[config.mk]
export PLATFORM = sky130hd
export DESIGN_NAME = pattern_sequencer
export DESIGN_NICKNAME = d
export VERILOG_FILES = /design/src/rtl/pattern_sequencer.sv
export SDC_FILE = /design/constraint.sdc
export NUM_CORES = 1
export LEC_CHECK = 0
export CORE_ASPECT_RATIO = 1.5
export CORE_UTILIZATION = 36
export CTS_CLUSTER_SIZE = 16
export DETAILED_ROUTE_END_ITERATION = 16
export DONT_BUFFER_PORTS = 1
export PLACE_DENSITY = 0.55
export SLEW_MARGIN = 5
export SYNTH_ARGS = -nofsm -noshare
export SYNTH_HDL_FRONTEND = slang
export SYNTH_SLANG_ARGS = --single-unit
[constraint.sdc]
create_clock -name clk -period 2.81 [get_ports clk]
set_clock_uncertainty 0.1 [all_clocks]
set_input_delay 0.4215 -clock clk [delete_from_list [all_inputs] [get_ports clk]]
set_output_delay 0.4215 -clock clk [all_outputs]
set_load 0.05 [all_outputs]
[src/rtl/pattern_sequencer.sv]
// pattern_sequencer: runtime-programmable output pattern stepper.
// A DEPTH-entry pattern memory is loaded through a write port. While running,
// the block walks entries 0..len (ascending) or len..0 (descending), holding
// each entry for div+1 cycles, either looping or stopping after one pass.
//
// Ports:
//   clk      rising-edge clock
//   reset    synchronous active-low reset (clears memory and all state)
//   wr_en    pattern memory write strobe; wr_addr / wr_data give the entry
//   len      last step index (sequence length = len+1), sampled live
//   div      step period = div+1 cycles, sampled live
//   dir      0 ascending, 1 descending
//   oneshot  0 loop forever, 1 stop after the terminal step
//   start    start/restart request (one cycle)
//   stop     abort request (one cycle), wins over start
//   out      registered pattern output
//   step     registered current step index
//   busy     registered, high while running
//   done     registered one-cycle pulse on one-shot completion
module pattern_sequencer #(
  parameter int unsigned WIDTH = 8,
  parameter int unsigned DEPTH = 8,
  parameter int unsigned AW    = $clog2(DEPTH),
  parameter int unsigned DIV_W = 16
) (
  input  logic             clk,
  input  logic             reset,
  input  logic             wr_en,
  input  logic [AW-1:0]    wr_addr,
  input  logic [WIDTH-1:0] wr_data,
  input  logic [AW-1:0]    len,
  input  logic [DIV_W-1:0] div,
  input  logic             dir,
  input  logic             oneshot,
  input  logic             start,
  input  logic             stop,
  output logic [WIDTH-1:0] out,
  output logic [AW-1:0]    step,
  output logic             busy,
  output logic             done
);

  typedef enum logic {
    IDLE = 1'b0,
    RUN  = 1'b1
  } state_t;

  state_t           state;
  state_t           state_nxt;
  logic [WIDTH-1:0] mem [0:DEPTH-1];
  logic [DIV_W-1:0] presc;
  logic [DIV_W-1:0] presc_nxt;
  logic [AW-1:0]    step_nxt;
  logic [WIDTH-1:0] out_nxt;
  logic             done_nxt;
  logic [AW-1:0]    s0;
  logic [AW-1:0]    adv;
  logic             tick;
  logic             term;

  // Start index, tick, terminal detect and the next step in the current direction.
  // The >= compare makes a live reduction of div tick on the next cycle.
  always_comb begin
    s0   = dir ? len : '0;
    tick = (presc >= div);
    term = dir ? (step == '0) : (step == len);
    if (!dir) begin
      adv = (step >= len) ? '0 : step + AW'(1);
    end else begin
      adv = ((step == '0) || (step > len)) ? len : step - AW'(1);
    end
  end

  // State register
  always_ff @(posedge clk) begin
    if (!reset) begin
      state <= IDLE;
    end else begin
      state <= state_nxt;
    end
  end

  // Next-state logic
  always_comb begin
    state_nxt = state;
    case (state)
      IDLE: begin
        if (start && !stop) begin
          state_nxt = RUN;
        end
      end
      RUN: begin
        if (stop) begin
          state_nxt = IDLE;
        end else if (!start && tick && oneshot && term) begin
          state_nxt = IDLE;
        end
      end
      default: state_nxt = IDLE;
    endcase
  end

  // Output logic: next values for the registered outputs and prescaler.
  // Memory reads here see pre-edge contents, so a same-cycle write returns old data.
  always_comb begin
    step_nxt  = step;
    out_nxt   = out;
    presc_nxt = presc;
    done_nxt  = 1'b0;
    case (state)
      IDLE: begin
        if (start && !stop) begin
          step_nxt  = s0;
          out_nxt   = mem[s0];
          presc_nxt = '0;
        end
      end
      RUN: begin
        if (stop) begin
          // abort: hold step and out
        end else if (start) begin
          step_nxt  = s0;
          out_nxt   = mem[s0];
          presc_nxt = '0;
        end else if (tick) begin
          if (oneshot && term) begin
            done_nxt = 1'b1;
          end else begin
            step_nxt  = adv;
            out_nxt   = mem[adv];
            presc_nxt = '0;
          end
        end else begin
          presc_nxt = presc + DIV_W'(1);
        end
      end
      default: begin
        step_nxt = step;
      end
    endcase
  end

  // Registered outputs, prescaler and pattern memory
  always_ff @(posedge clk) begin
    if (!reset) begin
      out   <= '0;
      step  <= '0;
      busy  <= 1'b0;
      done  <= 1'b0;
      presc <= '0;
      mem   <= '{default: '0};
    end else begin
      out   <= out_nxt;
      step  <= step_nxt;
      busy  <= (state_nxt == RUN);
      done  <= done_nxt;
      presc <= presc_nxt;
      if (wr_en) begin
        mem[wr_addr] <= wr_data;
      end
    end
  end

endmodule

* After elaboration in Yosys (flattened, before gate mapping)
Index checks and enable logic that the tools add are counted.
Word-level totals: register bits after elaboration 93, bits of input ports 37, output and inout bits 13, word-level logic and storage cells 85
Cells by class: reductions and logical operators 13, order comparisons 7, $add $sub $neg 3, mux-type cells 37, equal/unequal tests 6, bitwise operators 6
Operators with widths (count):
- $mux 16 | 5
- $mux 8 | 10
- $bwmux 64 | 1
- $bmux 8 s3 | 2
- $pmux 16 s2 | 1
- $mux 3 | 9
- $demux 8 s3 | 1
- $add 16x1->16 const B | 1
- $ge 16x16->1 | 1
- $pmux 8 s2 | 1
- $ge 4x4->1 const B | 3
- $not 3->4 | 3
- $logic_and 1x1->1 | 6
- $pmux 3 s2 | 1
- $mux 1 | 5
- $reduce_or 5->1 | 1
- $lt 4x1->1 const B | 1
- $ne 2x2->1 const B | 2
- $ne 4x4->1 const B | 1
- $reduce_and 4->1 | 1
- $add 3x1->3 const B | 1
- $eq 3x3->1 | 1
- $ge 3x3->1 | 1
- $gt 3x3->1 | 1
- 9 further kinds | 12

* Logic depth before layout (Yosys ltp)
depth after elaboration 13, mapped depth 12

* Worst setup path before layout
No wires, ideal clock.
kind reg2reg, from register step[0], to register out[2], required time 2589 ps, stages on the path, launching flop included 11, buffers on the path 1, path slack -5 ps, library setup time 121 ps, arrival 2594 ps, period minus slack after synthesis 2815 ps, cells stage by stage dfxtp_1 > inv_1 > ha_1 > and4b_1 > nor3_1 > a211oi_4 > buf_6 > mux2i_1 > nand3_1 > a21oi_1 > o31ai_2
Between the ends: longest elaborated chain between the ends 13
RTL lines:
- start: declaration | RTL line 38 | output logic [AW-1:0] step,
- start signal: assignment | RTL line 154 | step <= step_nxt;
- $gt 3x3->1 or $logic_not 3->1 (tied branches) | RTL line 70, 66
- $logic_or 1x1->1 | RTL line 70 | adv = ((step == '0) || (step > len)) ? len : step - AW'(1);
- $mux 3 | RTL line 70
- $mux 3 | RTL line 67 | if (!dir) begin
- $not 3->4 (not written as such) | RTL line 130 | out_nxt = mem[adv];
- $bmux 8 s3 | RTL line 130
- $mux 8 (not written as such) (2 in series) | RTL line 130
- $mux 8 | RTL line 126 | if (oneshot && term) begin
- $mux 8 | RTL line 125 | end else if (tick) begin
- $mux 8 | RTL line 121 | end else if (start) begin
- $mux 8 | RTL line 119 | if (stop) begin
- $pmux 8 s2 | RTL line 110 | case (state)
- end signal: assignment | RTL line 153 | out <= out_nxt;
- end: declaration | RTL line 37 | output logic [WIDTH-1:0] out,
Parallel ways exist; a longest one is shown, timed or not. The select of a mux whose other input is x is not followed. A chain may end at the register's enable or synchronous reset.

* Worst setup path after layout
from register step[0], to register out[5]
The elaborated chain is that of the path after synthesis.

==> impl_metrics.py <==
metrics = {
    "synth": {
        "netlist-cell-type-count": 57,
        "postSynthCellCount": 753,
        "yosysTopAreaCellShare_pct": 33.2,
        "seq_area_frac_synth_pct": 33.2,
        "synth.avg_cell_area_um2": 7.45,
        "ys_warn_count": 0,
        "synth_nets": 813,
        "synth_top_area_cell": "dfxtp_1",
        "yosys-top-cells-area": "dfxtp_1 (33%), nand2_1 (14%), a21oi_1 (8.1%)",
        "ys_ff_latch": 93,
        "async_flop_share_pct": 0,
        "synth_area_um2": 5610,
        "ys.flop_type": "dfxtp_1",
        "synth_edf_count": 0,
    },
    "worst_setup_path": {
        "path_buf_inv": 2,
        "crit_path_start": "step[0]",
        "worst_r2r_path_depth": 9,
        "crit_cells": 9,
        "arrival_ps": 2840,
        "reg2reg_to": "out[5]",
        "path_cells": "inv_1 -> ha_1 -> and4b_1 -> nor3_1 -> a211oi_4 -> buf_12 -> a2111o_1 -> o22ai_1 -> o31ai_2",
        "worst-path-max-fanout": 26,
        "crit_type": "flip-flop to flip-flop",
        "rrSetupSlack_ps": 90,
        "required_ps": 2940,
        "endpoint": "out[5]",
        "critPathTopFamily": "compound AO/OA/AOI/OAI gates",
        "critPathLaunchType": "flip-flop",
        "reg2reg_from": "step[0]",
        "max_stage_delay_ps": 510,
        "endpoint_kind": "flip-flop",
        "crit_slowest_cell": "a2111o_1",
    },
    "placed_design": {
        "place.gp.congestion": 0.878,
        "numPortBuffers": 0,
        "dpl_cell_area_um2": 5970,
        "dp_hpwl_um": 13500,
    },
    "clocking": {
        "htreeDepth": 3,
        "cts_root_buf": "clkbuf_16",
        "worstSkewPairLatency_ps": 340,
        "hold_buffers": 0,
        "numClockSinks": 93,
        "path_clk_slew_ps": 70,
        "cts_tree": "built",
        "cts_buffer_depth": 2,
        "cts_setup_buffers": 0,
        "cts_buffers": 9,
        "cts_resized": 0,
    },
    "power_and_ir_drop": {
        "peakVddDrop_mv": 0.250,
        "p_leak_uw": 0.00230,
        "powerDensity_nw_per_um2": 507,
        "finalPower_uw": 3190,
    },
    "floorplanning": {
        "num_rows": 55,
        "start_util_pct": 37.0,
        "dieArea_um2": 16100,
        "core-area_um2": 15100,
        "ioPinCount": 50,
        "die_h_um": 155,
        "chipWidth_um": 104,
    },
    "worst_hold_path": {
        "min_path_type": "input port to flip-flop",
        "min-delay-start": "reset",
    },
    "sta": {
        "min_period_ps": 2720,
        "tns_ps": 0,
        "period_share_pct": 96.7,
        "worstMarginPinSlew_ps": 914,
        "rsz0062_at_grt": "false",
        "hold_violations": 0,
        "slew_headroom_pct": 38.8,
        "fmaxAchievable_mhz": 368,
        "setup_viol": 0,
        "drv_slew": 0,
    },
    "detailed_routing": {
        "routed_wl_um": 17400,
        "detail-route-antenna-nets": 0,
        "vias": 5416,
        "dr.pass1.iters": 5,
        "drt_iter0_markers": 557,
        "routed_via_density": 5.61,
        "drcViolationCount": 0,
        "wl_per_cell_um": 18.0,
    },
    "global_routing": {
        "grt_max_degree": 42,
        "antenna_found_initial": 0,
        "grt_pass1_vias": 5111,
        "grt_pass1_wl_um": 27400,
        "grt_remaining_overflow": 0,
        "grt_usage_pct": 21.9,
    },
    "run": {
        "drv_cap": 0,
    },
    "final_layout": {
        "area_delta_synth_final_pct": 12.3,
        "antennaDiodeCount": 0,
        "drive_above_1_share_pct": 9.53,
        "final_area_um2": 6300,
        "fin_nets": 821,
    },
    "status": {
        "status": "finished, final reports clean",
    },
}
==> cells in the mapped netlist, types with 3 or more instances <==
cell type / n
nand2_1: 210
dfxtp_1: 93
a21oi_1: 91
mux2i_1: 38
nor2_1: 37
inv_1: 25
nand3_1: 24
ha_1: 23
nand2b_1: 19
a211oi_1: 17
clkbuf_1: 16
o21ai_0: 13
buf_2: 11
buf_1: 10
nor3_1: 10
nand4_1: 7
nor2b_1: 7
o22ai_1: 7
a221o_1: 6
a311oi_1: 6
a31oi_1: 6
and2_1: 6
nor4_1: 6
o21a_1: 6
o31ai_2: 6
buf_6: 5
a211o_1: 4
and3_1: 4
nand3b_1: 3
==> flip-flops by register name (all words and copies together), names as in the netlist <==
| name | flops |
|---|---|
| busy | 1 |
| done | 1 |
| mem | 64 |
| out | 8 |
| presc | 16 |
| step | 3 |
==> how the worst min path moves through the flow <==
stage	to	slack (ps)	depth (start not counted)
2_1_floorplan	mem[32]	340	2
3_3_place_gp	mem[13]	360	2
3_5_place_dp	mem[13]	370	2
4_1_cts	busy	90	1
5_1_grt	busy	90	1
6_report	busy	100	1
==> worst reg2reg max path: stages (launching register included) <==
cell	delay, ps
dfxtp_2	330
inv_1	70
ha_1	310
and4b_1	220
nor3_1	400
a211oi_4	130
buf_12	190
a2111o_1	520
o22ai_1	240
o31ai_2	90
==> report_power, final <==
group	switching [µW]	internal [µW]	total, µW
Sequential	36.7	1340	1380
Clock	565	796	1360
Combinational	277	175	452
==> layout by cell type, fill, tap and decap left out, types with 7 or more instances in the layout <==
cell type  count
nor3_1        10
dfxtp_1       91
a21oi_1       91
mux2i_1       38
nor2_1        37
nand4_1        7
nor2b_1        7
nand3_1       24
o21ai_0       13
clkbuf_16      9
o22ai_1        7
nand2b_1      19
inv_1         24
buf_4         37
a211oi_1      17
nand2_1      210
ha_1          23
==> metal layers <==
| metal | vias to the layer above | wire length [µm] | GRT usage [%] |
|---|---|---|---|
| met4 | 0 | 815 | 12.4 |
| li1 | 2650 | - | - |
| met5 | - | 0 | 0 |
| met1 | 2523 | 6980 | 24.5 |
| met3 | 47 | 661 | 3.02 |
| met2 | 196 | 8930 | 39.5 |
==> layout make-up <==
type / instances / area [µm²]
Multi-Input combinational cell: 592 / 3440
Clock inverter: 7 / 105
Clock buffer: 9 / 225
Sequential cell: 93 / 1860
Tap cell: 199 / 249
Inverter: 26 / 97.6
Fill cell: 1536 / 8840
Timing Repair Buffer: 39 / 318
==> cell families after synthesis <==
family | share of synthesized area, %
compound gates | 21.9
buf+inv | 5.47
mux | 7.58
simple gates | 26.6
flops | 33.2
xor+xnor | 0.156
fa+ha+maj | 5.13
==> per-stage QoR <==
stage	worst slack (ps)	util (%)	cells	hold slack, ps
finish	93.8	41.6	965	99.1
global placement	69.8	39.4	949	363
floorplan	81.4	-	753	344
detailed placement	-35.6	39.4	949	365
CTS	125	41.6	965	88.5
global route	11.2	41.6	965	88.3
No activity file was read; power rests on OpenSTA's default activity.
